[src/rtl/m_7seg_scan.sv]
// Time-multiplexed 7-segment digit scanner with a double-buffered display register.
// Optional leading-zero blanking when LZB_EN is defined; outputs are registered, one digit per DIV-cycle slot.
module m_7seg_scan #(
  parameter int DIGITS = 8,
  parameter int DIV    = 16
) (
  input  logic                  w_clk,
  input  logic                  w_rst,
  input  logic                  w_we,
  input  logic [4*DIGITS-1:0]   w_din,
  output logic [3:0]            r_dig,
  output logic [DIGITS-1:0]     r_an,
  output logic                  r_blank,
  output logic                  r_frame
);

  localparam int CW = (DIV > 1) ? $clog2(DIV) : 1;
  localparam int IW = (DIGITS > 1) ? $clog2(DIGITS) : 1;
  localparam logic [CW-1:0]     CNT_MAX = CW'(DIV - 1);
  localparam logic [IW-1:0]     IDX_MAX = IW'(DIGITS - 1);
  localparam logic [DIGITS-1:0] AN_RST  = ~DIGITS'(1);

  logic [CW-1:0]       r_cnt;
  logic [IW-1:0]       r_idx;
  logic [4*DIGITS-1:0] r_shadow;
  logic [4*DIGITS-1:0] r_disp;

  logic                w_tick;
  logic                w_bound;
  logic [IW-1:0]       w_idx_nxt;
  logic [4*DIGITS-1:0] w_disp_nxt;
  logic [3:0]          w_sel;
  logic [DIGITS-1:0]   w_onehot;
  logic                w_blank_nxt;

  // Outputs are computed from next-state values so slot 0 of a new frame
  // already shows the freshly loaded display register.
  always_comb begin
    w_tick     = (r_cnt == CNT_MAX);
    w_bound    = w_tick && (r_idx == IDX_MAX);
    w_idx_nxt  = r_idx;
    if (w_tick) begin
      w_idx_nxt = (r_idx == IDX_MAX) ? '0 : r_idx + 1'b1;
    end
    w_disp_nxt = w_bound ? r_shadow : r_disp;
    w_sel      = w_disp_nxt[{w_idx_nxt, 2'b00} +: 4];
    w_onehot   = DIGITS'(1) << w_idx_nxt;
  end

`ifdef LZB_EN
  logic [DIGITS-1:0] w_lz;

  // w_lz[i]: digits DIGITS-1 down to i are all zero
  always_comb begin
    w_lz             = '0;
    w_lz[DIGITS-1]   = (w_disp_nxt[4*DIGITS-1 -: 4] == 4'd0);
    for (int i = DIGITS - 2; i >= 0; i--) begin
      w_lz[i] = w_lz[i+1] && (w_disp_nxt[4*i +: 4] == 4'd0);
    end
    w_blank_nxt = (w_idx_nxt != '0) && w_lz[w_idx_nxt];
  end
`else
  always_comb begin
    w_blank_nxt = 1'b0;
  end
`endif

  always_ff @(posedge w_clk or posedge w_rst) begin
    if (w_rst) begin
      r_cnt    <= '0;
      r_idx    <= '0;
      r_shadow <= '0;
      r_disp   <= '0;
      r_dig    <= 4'd0;
      r_an     <= AN_RST;
      r_blank  <= 1'b0;
      r_frame  <= 1'b0;
    end else begin
      r_cnt   <= w_tick ? '0 : r_cnt + 1'b1;
      r_idx   <= w_idx_nxt;
      r_disp  <= w_disp_nxt;
      if (w_we) begin
        r_shadow <= w_din;
      end
      r_dig   <= w_blank_nxt ? 4'd0 : w_sel;
      r_an    <= w_blank_nxt ? '1 : ~w_onehot;
      r_blank <= w_blank_nxt;
      r_frame <= w_bound;
    end
  end

endmodule

[config.mk]
export PLATFORM = sky130hd
export DESIGN_NAME = m_7seg_scan
export DESIGN_NICKNAME = d
export VERILOG_FILES = /design/src/rtl/m_7seg_scan.sv
export SDC_FILE = /design/constraint.sdc
export NUM_CORES = 1
export LEC_CHECK = 0
export BUFFER_PORTS_ARGS = -buffer_cell sky130_fd_sc_hd__buf_2
export CAP_MARGIN = 20
export CORE_AREA = 2 2 72 91
export CTS_BUF_LIST = sky130_fd_sc_hd__clkbuf_8
export CTS_CLUSTER_DIAMETER = 60
export CTS_CLUSTER_SIZE = 30
export DETAILED_ROUTE_END_ITERATION = 10
export DIE_AREA = 0 0 74 93
export PLACE_DENSITY = 0.8
export SLEW_MARGIN = 20
export SYNTH_ARGS = -nofsm -noshare
export SYNTH_HDL_FRONTEND = slang
export SYNTH_SLANG_ARGS = --single-unit
[constraint.sdc]
create_clock -name w_clk -period 4.9 [get_ports w_clk]
set_clock_uncertainty 0.05 [all_clocks]
set_input_delay 0.245 -clock w_clk [delete_from_list [all_inputs] [get_ports w_clk]]
set_output_delay 0.245 -clock w_clk [all_outputs]
set_load 0.005 [all_outputs]
==> results_dict.tcl <==
set metrics [dict create \
    insertedDiodeCount 0 \
    average_cell_area_after_synthesis_um2 14.3 \
    routed_via_density 5.49 \
    path_class "register to register" \
    synth_warnings 0 \
    dpl_cell_area_mm2 0.00376 \
    irDropWorstVdd_mv 0.237 \
    die_area_mm2 0.00688 \
    max_clk_rate_ghz 0.355 \
    global_route.usage.total_pct 20.0 \
    slew_headroom_pct 40.0 \
    route.vias.total 2087 \
    grt.overflow.total 0 \
    iteration_count_of_the_initial_detailed_routing_pass 4 \
    setup_repair_after_global_routing_missed_its_margin "false" \
    hpwlAfterDp_mm 4.32 \
    cp.required_ns 5.07 \
    worstPathCellList "ha_1 > ha_1 > nand4_4 > mux2_4 > mux2_2 > a211oi_1 > a21oi_1" \
    worst_ep_arrival_time_ns 2.99 \
    timing.final.setup_violations 0 \
    antenna_left 0 \
    post-route-drc-count 0 \
    critPathCaptureType "register" \
    fin_crit_sh_pct 57.5 \
    crit_path_top_delay_cell "sky130_fd_sc_hd__nand4_4" \
    total_number_of_clock_tree_sinks 84 \
    mostFrequentLayoutCell "sky130_fd_sc_hd__dfrtp_1" \
    htree_num_levels 3 \
    synth_area_leader_cell "sky130_fd_sc_hd__dfrtp_1" \
    initial_core_util_pct 57.5 \
    layout.cells.most_common_list "77 x sky130_fd_sc_hd__dfrtp_1, 47 x sky130_fd_sc_hd__buf_2, 46 x sky130_fd_sc_hd__mux2_1" \
    cp_max_fo 33 \
    clkLatencyLatePin_ns 0.35 \
    crit_top_cell "sky130_fd_sc_hd__ha_1" \
    timing.setup.tns_ns 0 \
    cts.clk_slew.worst_paths_ns 0.08 \
    maxCapViolations 0 \
    hold_path.class "input port to register" \
    power_leakage_nw 1.94 \
    synth.net_count 281 \
    post_syn_instances 243 \
    final_cell_area_mm2 0.00398 \
    worstRegToRegCells 7 \
    netlist_area_mm2 0.00348 \
    netlist_top_cells_area "sky130_fd_sc_hd__dfrtp_1 55%, sky130_fd_sc_hd__mux2_1 15%, sky130_fd_sc_hd__mux2_2 5.5%" \
    syn2layout_area_growth_pct 14.3 \
    cts_tree "built" \
    synth.ff_latch_count 84 \
    drt_iter0_markers 147 \
    grt_start_max_net_pins 74 \
    cts.repair.resized 0 \
    num_cts_buffers 9 \
    placeableCoreArea_mm2 0.00605 \
    worst_slew_pin_slew_ns 0.898 \
    chip_height_um 93 \
    num-nets-final 328 \
    postLayoutCoreUtil_pct 65.7 \
    core.rowCount 32 \
    setup.worst_path.start_class "register" \
    globalplace.congestion 0.916 \
    power_per_cell_area_mw_per_mm2 322 \
    finalMaxSlewViolations 0 \
    max_stage_delay_ns 0.56 \
    numPortBuffers 47 \
    synth-seq-area-share_pct 60.7 \
    final_layout_size_suffix_gt1_share_pct 32.9 \
    synth_top_area_share_pct 55.4 \
    period_minus_slack_ns 2.82 \
    ys_types 39 \
    worstHoldPathCells 2 \
    fin_worst_hold_slack_ns 0.0551 \
    antenna_found_initial 0 \
    grt_first_pass_wirelength_mm 10.2 \
    design.portCount 49 \
    die_w_um 74 \
    hold_viol 0 \
    route.detailed.wl_per_inst_um 16.4 \
    clk_root_buffer_cell "sky130_fd_sc_hd__clkbuf_8" \
    cts_buffer_depth 2 \
    drt_wl_total_mm 6.22 \
    grt_pass1_vias 2111 \
    outcome "finished, final reports clean" \
]
==> area by class of cell <==
class	count	area [um2]
flip-flops and latches	84	2110
fillers	482	2070
multi-input cells	139	1270
repair buffers	49	253
clock buffers	11	151
well taps	85	106
clock inverters	5	52.6
inverters	7	27.5
==> synth_stat cells (all sizes together) <==
library cell and count:
dfstp 7, or2 5, mux2i 1, nor2b 3, nand2b 2, conb 1
dfrtp 77, clkbuf 2, o32a 1, ha 3, mux2 67, nand2 11
o31ai 1, a221o 4, a211oi 4, a21oi 3, nand4b 1, a21boi 1
nand4 2, a221oi 4, o21ai 2, and3 1, a31oi 3, buf 11
o211ai 4, nand3 7, o32ai 3, nor2 4, xor2 1, inv 7
==> worst max-delay path: cells and delay by family (launching register included) <==
kind / cells / cell delay (ns)
muxes: 2 / 0.78
and+or+nand+nor: 1 / 0.56
adders and majority gates: 2 / 0.48
DFF: 1 / 0.47
AOI/OAI and AO/OA: 2 / 0.34
==> final timing paths <==
path | start | end | slack [ns]
max | r_idx[0] | r_dig[3] | 2.08
min | w_din[5] | r_shadow[5] | 0.06
max reg2reg | r_idx[0] | r_dig[3] | 2.08
min reg2reg | r_disp[16] | r_disp[16] | 0.42
max in group asynchronous | w_rst | r_disp[16] | 3.41
min in group asynchronous | w_rst | r_shadow[4] | 0.28
==> where the power goes <==
group          switching (W)  total [W]  internal [W]
Sequential         0.0000162   0.000736      0.000719
Combinational      0.0000267  0.0000544     0.0000277
Clock               0.000230   0.000489      0.000260
==> state kept, by name, summed over array words and instances (netlist names) <==
signal    cells
r_disp       32
r_cnt         4
r_an          8
r_dig         4
r_frame       1
r_idx         3
r_shadow     32
==> metal layers <==
layer,track usage [%],vias to the layer above,wire length [um]
met5,0,-,0
met4,8.18,0,151
met3,4.63,15,263
met2,31.8,57,3090
met1,26.1,1049,2710
li1,-,966,-
==> stage by stage <==
stage | power (W) | std cells | setup WS [ns]
global placement | 0.000803 | 363 | 2.24
detailed placement | 0.000806 | 363 | 2.11
floorplan | 0.000778 | 243 | 2.45
finish | 0.00128 | 380 | 2.08
global route | 0.00133 | 380 | 1.93
CTS | 0.00129 | 380 | 2.10
==> what timing repair did <==
action	4_1_cts	5_1_grt
endpoints found under the hold margin	11	0
hold buffers	1	0
buffers inserted	0	0
==> logic make-up (layout without fill, tap and decap cells) <==
family          after synthesis  in the layout  synth area share (%)
xor+xnor                      1              1                 0.252
mux                          68             68                  22.8
fa+ha+maj                     3              3                  1.08
other cells                   1              1                 0.108
flops                        84             84                  60.7
compound gates               30             30                  6.62
buf+inv                      20             72                  2.70
simple gates                 36             36                  5.79
(Power assumes the default switching activity.)
